`config.mk`:
```
export PLATFORM = sky130hd
export DESIGN_NAME = melody_player
export DESIGN_NICKNAME = d
export VERILOG_FILES = /design/src/rtl/melody_pkg.sv /design/src/rtl/melody_player_tone_gen.sv /design/src/rtl/melody_player.sv
export SDC_FILE = /design/constraint.sdc
export NUM_CORES = 1
export LEC_CHECK = 0
export ABC_AREA = 1
export CORE_ASPECT_RATIO = 0.9
export CORE_MARGIN = 4
export CORE_UTILIZATION = 44
export CTS_CLUSTER_DIAMETER = 40
export CTS_CLUSTER_SIZE = 24
export DETAILED_ROUTE_END_ITERATION = 10
export HOLD_SLACK_MARGIN = 0.02
export PLACE_DENSITY_LB_ADDON = 0.08
export SLEW_MARGIN = 0
export SYNTH_ARGS = -nofsm -noshare
export SYNTH_HDL_FRONTEND = slang
export SYNTH_SLANG_ARGS = --single-unit
```
`constraint.sdc`:
```
create_clock -name clk -period 3.3 [get_ports clk]
set_input_delay 0.33 -clock clk [delete_from_list [all_inputs] [get_ports clk]]
set_output_delay 0.33 -clock clk [all_outputs]
set_load 0.02 [all_outputs]
```
`src/rtl/melody_pkg.sv`:
```
// Shared types, note table, song ROM and half-period helper for the melody player.
package melody_pkg;

    typedef enum logic [1:0] {
        ST_IDLE = 2'd0,
        ST_TONE = 2'd1,
        ST_GAP  = 2'd2,
        ST_HOLD = 2'd3
    } state_e;

    localparam logic [3:0] NOTE_END  = 4'hF;
    localparam int         MAX_SONGS = 4;
    localparam int         MAX_LEN   = 16;

    // Ascending semitones from C4; index 2 is D4 and index 4 is E4.
    localparam int FREQ_HZ [16] = '{
        262, 277, 294, 311, 330, 349, 370, 392,
        415, 440, 466, 494, 523, 554, 587, 622
    };

    typedef struct packed {
        logic       rest;
        logic [3:0] note;
    } entry_t;

    typedef entry_t song_t [MAX_LEN];
    typedef song_t  song_rom_t [MAX_SONGS];

    // Entry encoding is {rest, note}; 5'h0F terminates a song.
    localparam song_rom_t SONG_ROM = '{
        '{0: 5'h00, 1: 5'h02, 2: 5'h04, default: 5'h0F},
        '{default: 5'h0F},
        '{0: 5'h09, 1: 5'h10, default: 5'h0F},
        '{5'h00, 5'h02, 5'h04, 5'h05, 5'h07, 5'h09, 5'h0B, 5'h0C,
          5'h0B, 5'h09, 5'h07, 5'h05, 5'h04, 5'h02, 5'h00, 5'h00}
    };

    // Out-of-range positions read as END so the sequencer never runs off the table.
    function automatic entry_t rom_entry(input int song, input int idx);
        entry_t e;
        e = '{rest: 1'b0, note: NOTE_END};
        if (song < MAX_SONGS && idx < MAX_LEN) begin
            e = SONG_ROM[song[1:0]][idx[3:0]];
        end
        return e;
    endfunction

    function automatic logic is_end(input int song, input int idx);
        entry_t e;
        e = rom_entry(song, idx);
        return (e.note == NOTE_END);
    endfunction

    // Clock cycles per half of the square wave; only ever evaluated on constants.
    function automatic int half_period(input int clk_freq, input int note);
        return clk_freq / (2 * FREQ_HZ[note]);
    endfunction

endpackage

```
`src/rtl/melody_player_tone_gen.sv`:
```
// Square-wave generator: toggles every half_period cycles while run is high,
// and restarts low with a cleared counter whenever run drops.
module tone_gen #(
    parameter int HP_W = 16
) (
    input  logic            clk,
    input  logic            reset,
    input  logic            run,
    input  logic [HP_W-1:0] half_period,
    output logic            tone
);

    logic [HP_W-1:0] cnt_q, cnt_d;
    logic            tone_q, tone_d;

    // Next count/phase: hold in reset phase when idle, toggle at the half-period.
    always_comb begin
        cnt_d  = cnt_q + HP_W'(1);
        tone_d = tone_q;
        if (!run) begin
            cnt_d  = '0;
            tone_d = 1'b0;
        end else if (cnt_q == half_period - HP_W'(1)) begin
            cnt_d  = '0;
            tone_d = ~tone_q;
        end
    end

    // Counter and phase registers.
    always_ff @(posedge clk or posedge reset) begin
        if (reset) begin
            cnt_q  <= '0;
            tone_q <= 1'b0;
        end else begin
            cnt_q  <= cnt_d;
            tone_q <= tone_d;
        end
    end

    assign tone = tone_q;

endmodule

```
`src/rtl/melody_player.sv`:
```
// Melody sequencer: steps through a ROM song as timed tones separated by
// silent gaps, with loop, abort, and an idle push-button hold tone.
// Handshake: start/stop are single-cycle requests sampled on the rising edge;
// stop wins over start, and start is only accepted in IDLE or HOLD.
module melody_player
    import melody_pkg::*;
#(
    parameter int CLK_FREQ    = 100_000_000,
    parameter int NOTE_CYCLES = 25_000_000,
    parameter int GAP_CYCLES  = 2_500_000,
    parameter int NUM_SONGS   = 4,
    parameter int SEQ_LEN     = 16,
    parameter int HOLD_NOTE   = 0,
    localparam int SONG_W = (NUM_SONGS > 1) ? $clog2(NUM_SONGS) : 1,
    localparam int STEP_W = (SEQ_LEN > 1) ? $clog2(SEQ_LEN) : 1
) (
    input  logic              clk,
    input  logic              reset,
    input  logic              start,
    input  logic              stop,
    input  logic              loop,
    input  logic [SONG_W-1:0] song_sel,
    input  logic              hold,
    output logic              audioOut,
    output logic              audioEn,
    output logic              busy,
    output logic              done,
    output logic [STEP_W-1:0] step,
    output state_e            state_dbg
);

    localparam int CNT_MAX = (NOTE_CYCLES > GAP_CYCLES) ? NOTE_CYCLES : GAP_CYCLES;
    localparam int CNT_W   = $clog2(CNT_MAX + 1);
    localparam int HP_W    = $clog2(CLK_FREQ / (2 * FREQ_HZ[0]) + 1);

    localparam logic [CNT_W-1:0] NOTE_LAST = CNT_W'(NOTE_CYCLES - 1);
    localparam logic [CNT_W-1:0] GAP_LAST  = CNT_W'(GAP_CYCLES - 1);

    typedef logic [15:0][HP_W-1:0] hp_tab_t;

    function automatic hp_tab_t build_hp_tab();
        hp_tab_t t;
        for (int n = 0; n < 16; n++) begin
            t[n] = HP_W'(half_period(CLK_FREQ, n));
        end
        return t;
    endfunction

    // Half-periods are constants; a runtime lookup is just a mux.
    localparam hp_tab_t HP_TAB = build_hp_tab();

    state_e              state_q, state_d;
    logic [STEP_W-1:0]   step_q, step_d;
    logic [SONG_W-1:0]   song_q, song_d;
    logic [CNT_W-1:0]    cnt_q, cnt_d;
    logic                done_q, done_d;

    entry_t              cur_e;
    logic [STEP_W:0]     nxt_idx;
    logic                nxt_end, first_end, seq_end, start_ok;
    logic                sounding, run, tone;
    logic [3:0]          play_note;
    logic [HP_W-1:0]     hp_sel;

    assign cur_e     = rom_entry(int'(song_q), int'(step_q));
    assign nxt_idx   = {1'b0, step_q} + (STEP_W + 1)'(1);
    assign nxt_end   = is_end(int'(song_q), int'(nxt_idx));
    assign first_end = is_end(int'(song_sel), 0);
    assign seq_end   = (nxt_idx == (STEP_W + 1)'(SEQ_LEN)) || nxt_end;
    assign start_ok  = start && !stop;

    // Next-state logic for the sequencer and its step/duration counters.
    always_comb begin
        state_d = state_q;
        step_d  = step_q;
        song_d  = song_q;
        cnt_d   = cnt_q;
        done_d  = 1'b0;
        case (state_q)
            ST_IDLE, ST_HOLD: begin
                if (start_ok) begin
                    song_d = song_sel;
                    step_d = '0;
                    cnt_d  = '0;
                    if (first_end) begin
                        state_d = ST_IDLE;
                        done_d  = 1'b1;
                    end else begin
                        state_d = ST_TONE;
                    end
                end else if (state_q == ST_IDLE && hold) begin
                    state_d = ST_HOLD;
                end else if (state_q == ST_HOLD && !hold) begin
                    state_d = ST_IDLE;
                end
            end
            ST_TONE: begin
                if (stop) begin
                    state_d = ST_IDLE;
                    step_d  = '0;
                    cnt_d   = '0;
                end else if (cnt_q == NOTE_LAST) begin
                    state_d = ST_GAP;
                    cnt_d   = '0;
                end else begin
                    cnt_d = cnt_q + CNT_W'(1);
                end
            end
            ST_GAP: begin
                if (stop) begin
                    state_d = ST_IDLE;
                    step_d  = '0;
                    cnt_d   = '0;
                end else if (cnt_q == GAP_LAST) begin
                    cnt_d = '0;
                    if (seq_end) begin
                        step_d = '0;
                        if (loop) begin
                            state_d = ST_TONE;
                        end else begin
                            state_d = ST_IDLE;
                            done_d  = 1'b1;
                        end
                    end else begin
                        step_d  = nxt_idx[STEP_W-1:0];
                        state_d = ST_TONE;
                    end
                end else begin
                    cnt_d = cnt_q + CNT_W'(1);
                end
            end
            default: state_d = ST_IDLE;
        endcase
    end

    // Sequencer state registers; reset silences and parks the block in IDLE.
    always_ff @(posedge clk or posedge reset) begin
        if (reset) begin
            state_q <= ST_IDLE;
            step_q  <= '0;
            song_q  <= '0;
            cnt_q   <= '0;
            done_q  <= 1'b0;
        end else begin
            state_q <= state_d;
            step_q  <= step_d;
            song_q  <= song_d;
            cnt_q   <= cnt_d;
            done_q  <= done_d;
        end
    end

    // The tone generator is held in its reset phase on any state change, so a
    // new note (including HOLD pre-empted by start) always begins low.
    assign sounding  = (state_q == ST_HOLD) || (state_q == ST_TONE && !cur_e.rest);
    assign run       = sounding && (state_d == state_q);
    assign play_note = (state_q == ST_HOLD) ? 4'(HOLD_NOTE) : cur_e.note;
    assign hp_sel    = HP_TAB[play_note];

    tone_gen #(
        .HP_W (HP_W)
    ) u_tone_gen (
        .clk         (clk),
        .reset       (reset),
        .run         (run),
        .half_period (hp_sel),
        .tone        (tone)
    );

    assign audioOut  = tone && sounding;
    assign audioEn   = (state_q != ST_IDLE);
    assign busy      = (state_q == ST_TONE) || (state_q == ST_GAP);
    assign done      = done_q;
    assign step      = step_q;
    assign state_dbg = state_q;

endmodule
```
==> qor.yml <==
min_period_ns: 3.468
status: "finished with violations"
clk_pin_slew_ns: 0.07
dieArea_um2: 12430
finalSetupViolCount: 19
ys_warn_count: 0
slew_headroom_pct: 52.70
area_growth_syn_to_layout_pct: 31.15
ys_seq_elements: 53
syn_area_per_cell_um2: 6.637
fin_ws_ns: -0.1679
finalWirelength_mm: 12.77
synth_edf_count: 0
yosysUniqueCellTypes: 37
drc_errors: 0
clk_latency_ns: 0.29
finClkSkew_ns: 0.01095
hold_violations: 0
cap_violations: 0
drv_slew: 0
grt_start_max_net_pins: 32
violations: "negative setup slack"
die_h_um: 106.2
ant_nets: 0
die_x_um: 117.1
hpwl_mm: 9.827
port_buffers: 17
core_um2: 10330
critical_path.max_fanout: 5
grt_pass1_wl_mm: 21.75
drtIter0Drc: 351
timing.final.crit_share_pct: 105.1
critPathKind: "reg -> reg"
firstDrtPassIters: 5
clk_path_buf_depth: 2
final_layout_size_suffix_gt1_share_pct: 28.73
endpoint_kind: "flip-flop"
synth_top_area_share_pct: 28.15
track_usage_pct: 21.34
pin_count: 18
antenna_found_initial: 0
viasPerCell: 5.115
rsz0062_at_grt: "yes"
use_met1_pct: 30.55
wire_per_inst_um: 13.48
gr-usage-met2_pct: 34.93
gr-max-usage-layer: "met2"
synth_top_cells_by_count: "192 x nand2_1, 95 x inv_1, 74 x nand3_1"
start_util_pct: 45.59
root_buffer: "clkbuf_16"
cts_tree: "done"
worst_pin_slew_ns: 0.7088
numCtsBuffers: 5
globalRouteOverflowTotal: 0
synth_top_area_cell: "dfrtp_1"
synthesis.nets: 737
fill_cells: 950
gp_congestion: 0.9366
syn_area_um2: 4712
grt_pass1_vias: 4675
yosys-top-cells-area: "dfrtp_1 28%, nand2_1 15%, nand3_1 7.9%"
h-tree-depth: 2
cts_sinks: 53
synth_cells: 710
post-synth-top-count-cell: "nand2_1"
cp.required_ns: 3.47
synthArstFlopShare_pct: 100.0
max_freq_mhz: 288.4
critPathArrivalTime_ns: 3.64
final_nets: 844
pre_cts_slack_ns: -0.3009
hold_buffers: 0
diodes: 0
hold_path_class: "in -> async"
vias: 4844
yosysSeqAreaShare_pct: 28.15
utilization_pct: 59.79
grt_use_met3_pct: 1.935
placementRows: 35
holdWs_ns: 0.4600
ys.flop_type: "dfrtp_1"
worst_setup_path_start_kind: "flip-flop"
setup_tns_ns: -2.728
==> logic make-up after synthesis <==
| kind of cell | share of synthesized area (%) |
|---|---|
| fa+ha+maj | 5.045 |
| compound gates | 9.719 |
| flops | 28.15 |
| buf+inv | 11.07 |
| simple gates | 40.25 |
| xor+xnor | 5.762 |
==> sequential cells by signal (all words and copies together) (netlist names) <==
register,flops
cnt_q,25
done,1
song_q,2
state_dbg,2
step,4
u_tone_gen.cnt_q,18
u_tone_gen.tone,1
==> routing by layer <==
metal / share of wire [%] / vias to the layer above / wire (um)
met5: 0 / - / 0
met4: 0.87 / 0 / 111
met2: 46 / 99 / 5894
met1: 50 / 2237 / 6358
met3: 3.1 / 9 / 401
li1: - / 2499 / -
==> final timing paths <==
path,startpoint,end,slack (ns),cells after the start
min reg2reg,u_tone_gen.tone,u_tone_gen.tone,0.52,2
max reg2reg,song_q[0],u_tone_gen.cnt_q[8],-0.17,25
max in group asynchronous,reset,song_q[1],2.17,3
min,reset,u_tone_gen.cnt_q[1],0.46,2
max,song_q[0],u_tone_gen.cnt_q[8],-0.17,25
min in group clk,u_tone_gen.tone,u_tone_gen.tone,0.52,2
==> per-stage QoR <==
step                      cells  area (um2)
after floorplan             710        4776
after global placement      919        5572
after detailed placement    919        5572
after CTS                   938        5968
after global routing        947        6180
final                       947        6180
==> layout by cell type (no fill, tap or decap), types with 11 or more instances in the layout <==
master	instances
clkdlybuf4s50_1	17
inv_1	83
dfrtp_1	47
nand2_2	24
buf_4	91
nand3_2	18
nor2_4	11
nand3_1	66
inv_2	16
o22ai_1	12
o21ai_0	43
nand2_1	173
nor2_2	25
xor2_1	26
nor2_1	55
nand4_1	14
==> critical path, stage by stage, from the launching register on <==
cell and delay [ns]:
dfrtp_2 0.47, inv_2 0.09, ha_4 0.21, nand2_4 0.07
nand2_2 0.05, nand2_2 0.07, nand2_2 0.08, inv_2 0.09
nand3_4 0.11, ha_4 0.19, nor2_4 0.13, inv_2 0.06
nand3_2 0.08, nand2_2 0.08, a21oi_4 0.19, ha_4 0.22
xor2_1 0.12, nand2_1 0.08, nor2_2 0.12, nand3_2 0.10
nor2_2 0.11, nand3_2 0.10, nor2_4 0.14, nand3_4 0.19
nand2_4 0.17, nor2_2 0.04
==> repair_timing <==
action / in CTS / in global routing
gates resized for setup: 33 / 41
pin swaps: 17 / 35
setup endpoints to repair: 19 / 19
gates cloned: 2 / 1
setup buffers: 9 / 8
==> area by class of cell <==
class	count	area (um2)	share of cell area, %
clock inverters	3	65.06	1.053
well taps	129	161.4	2.612
clock buffers	5	125.1	2.025
multi-input cells	542	3189	51.61
inverters	104	400.4	6.479
repair buffers	111	904.6	14.64
flip-flops and latches	53	1334	21.58
Power is left out: the tool's default activity adds up to more than one toggle a clock period on the data nets, which glitch-free logic cannot reach.
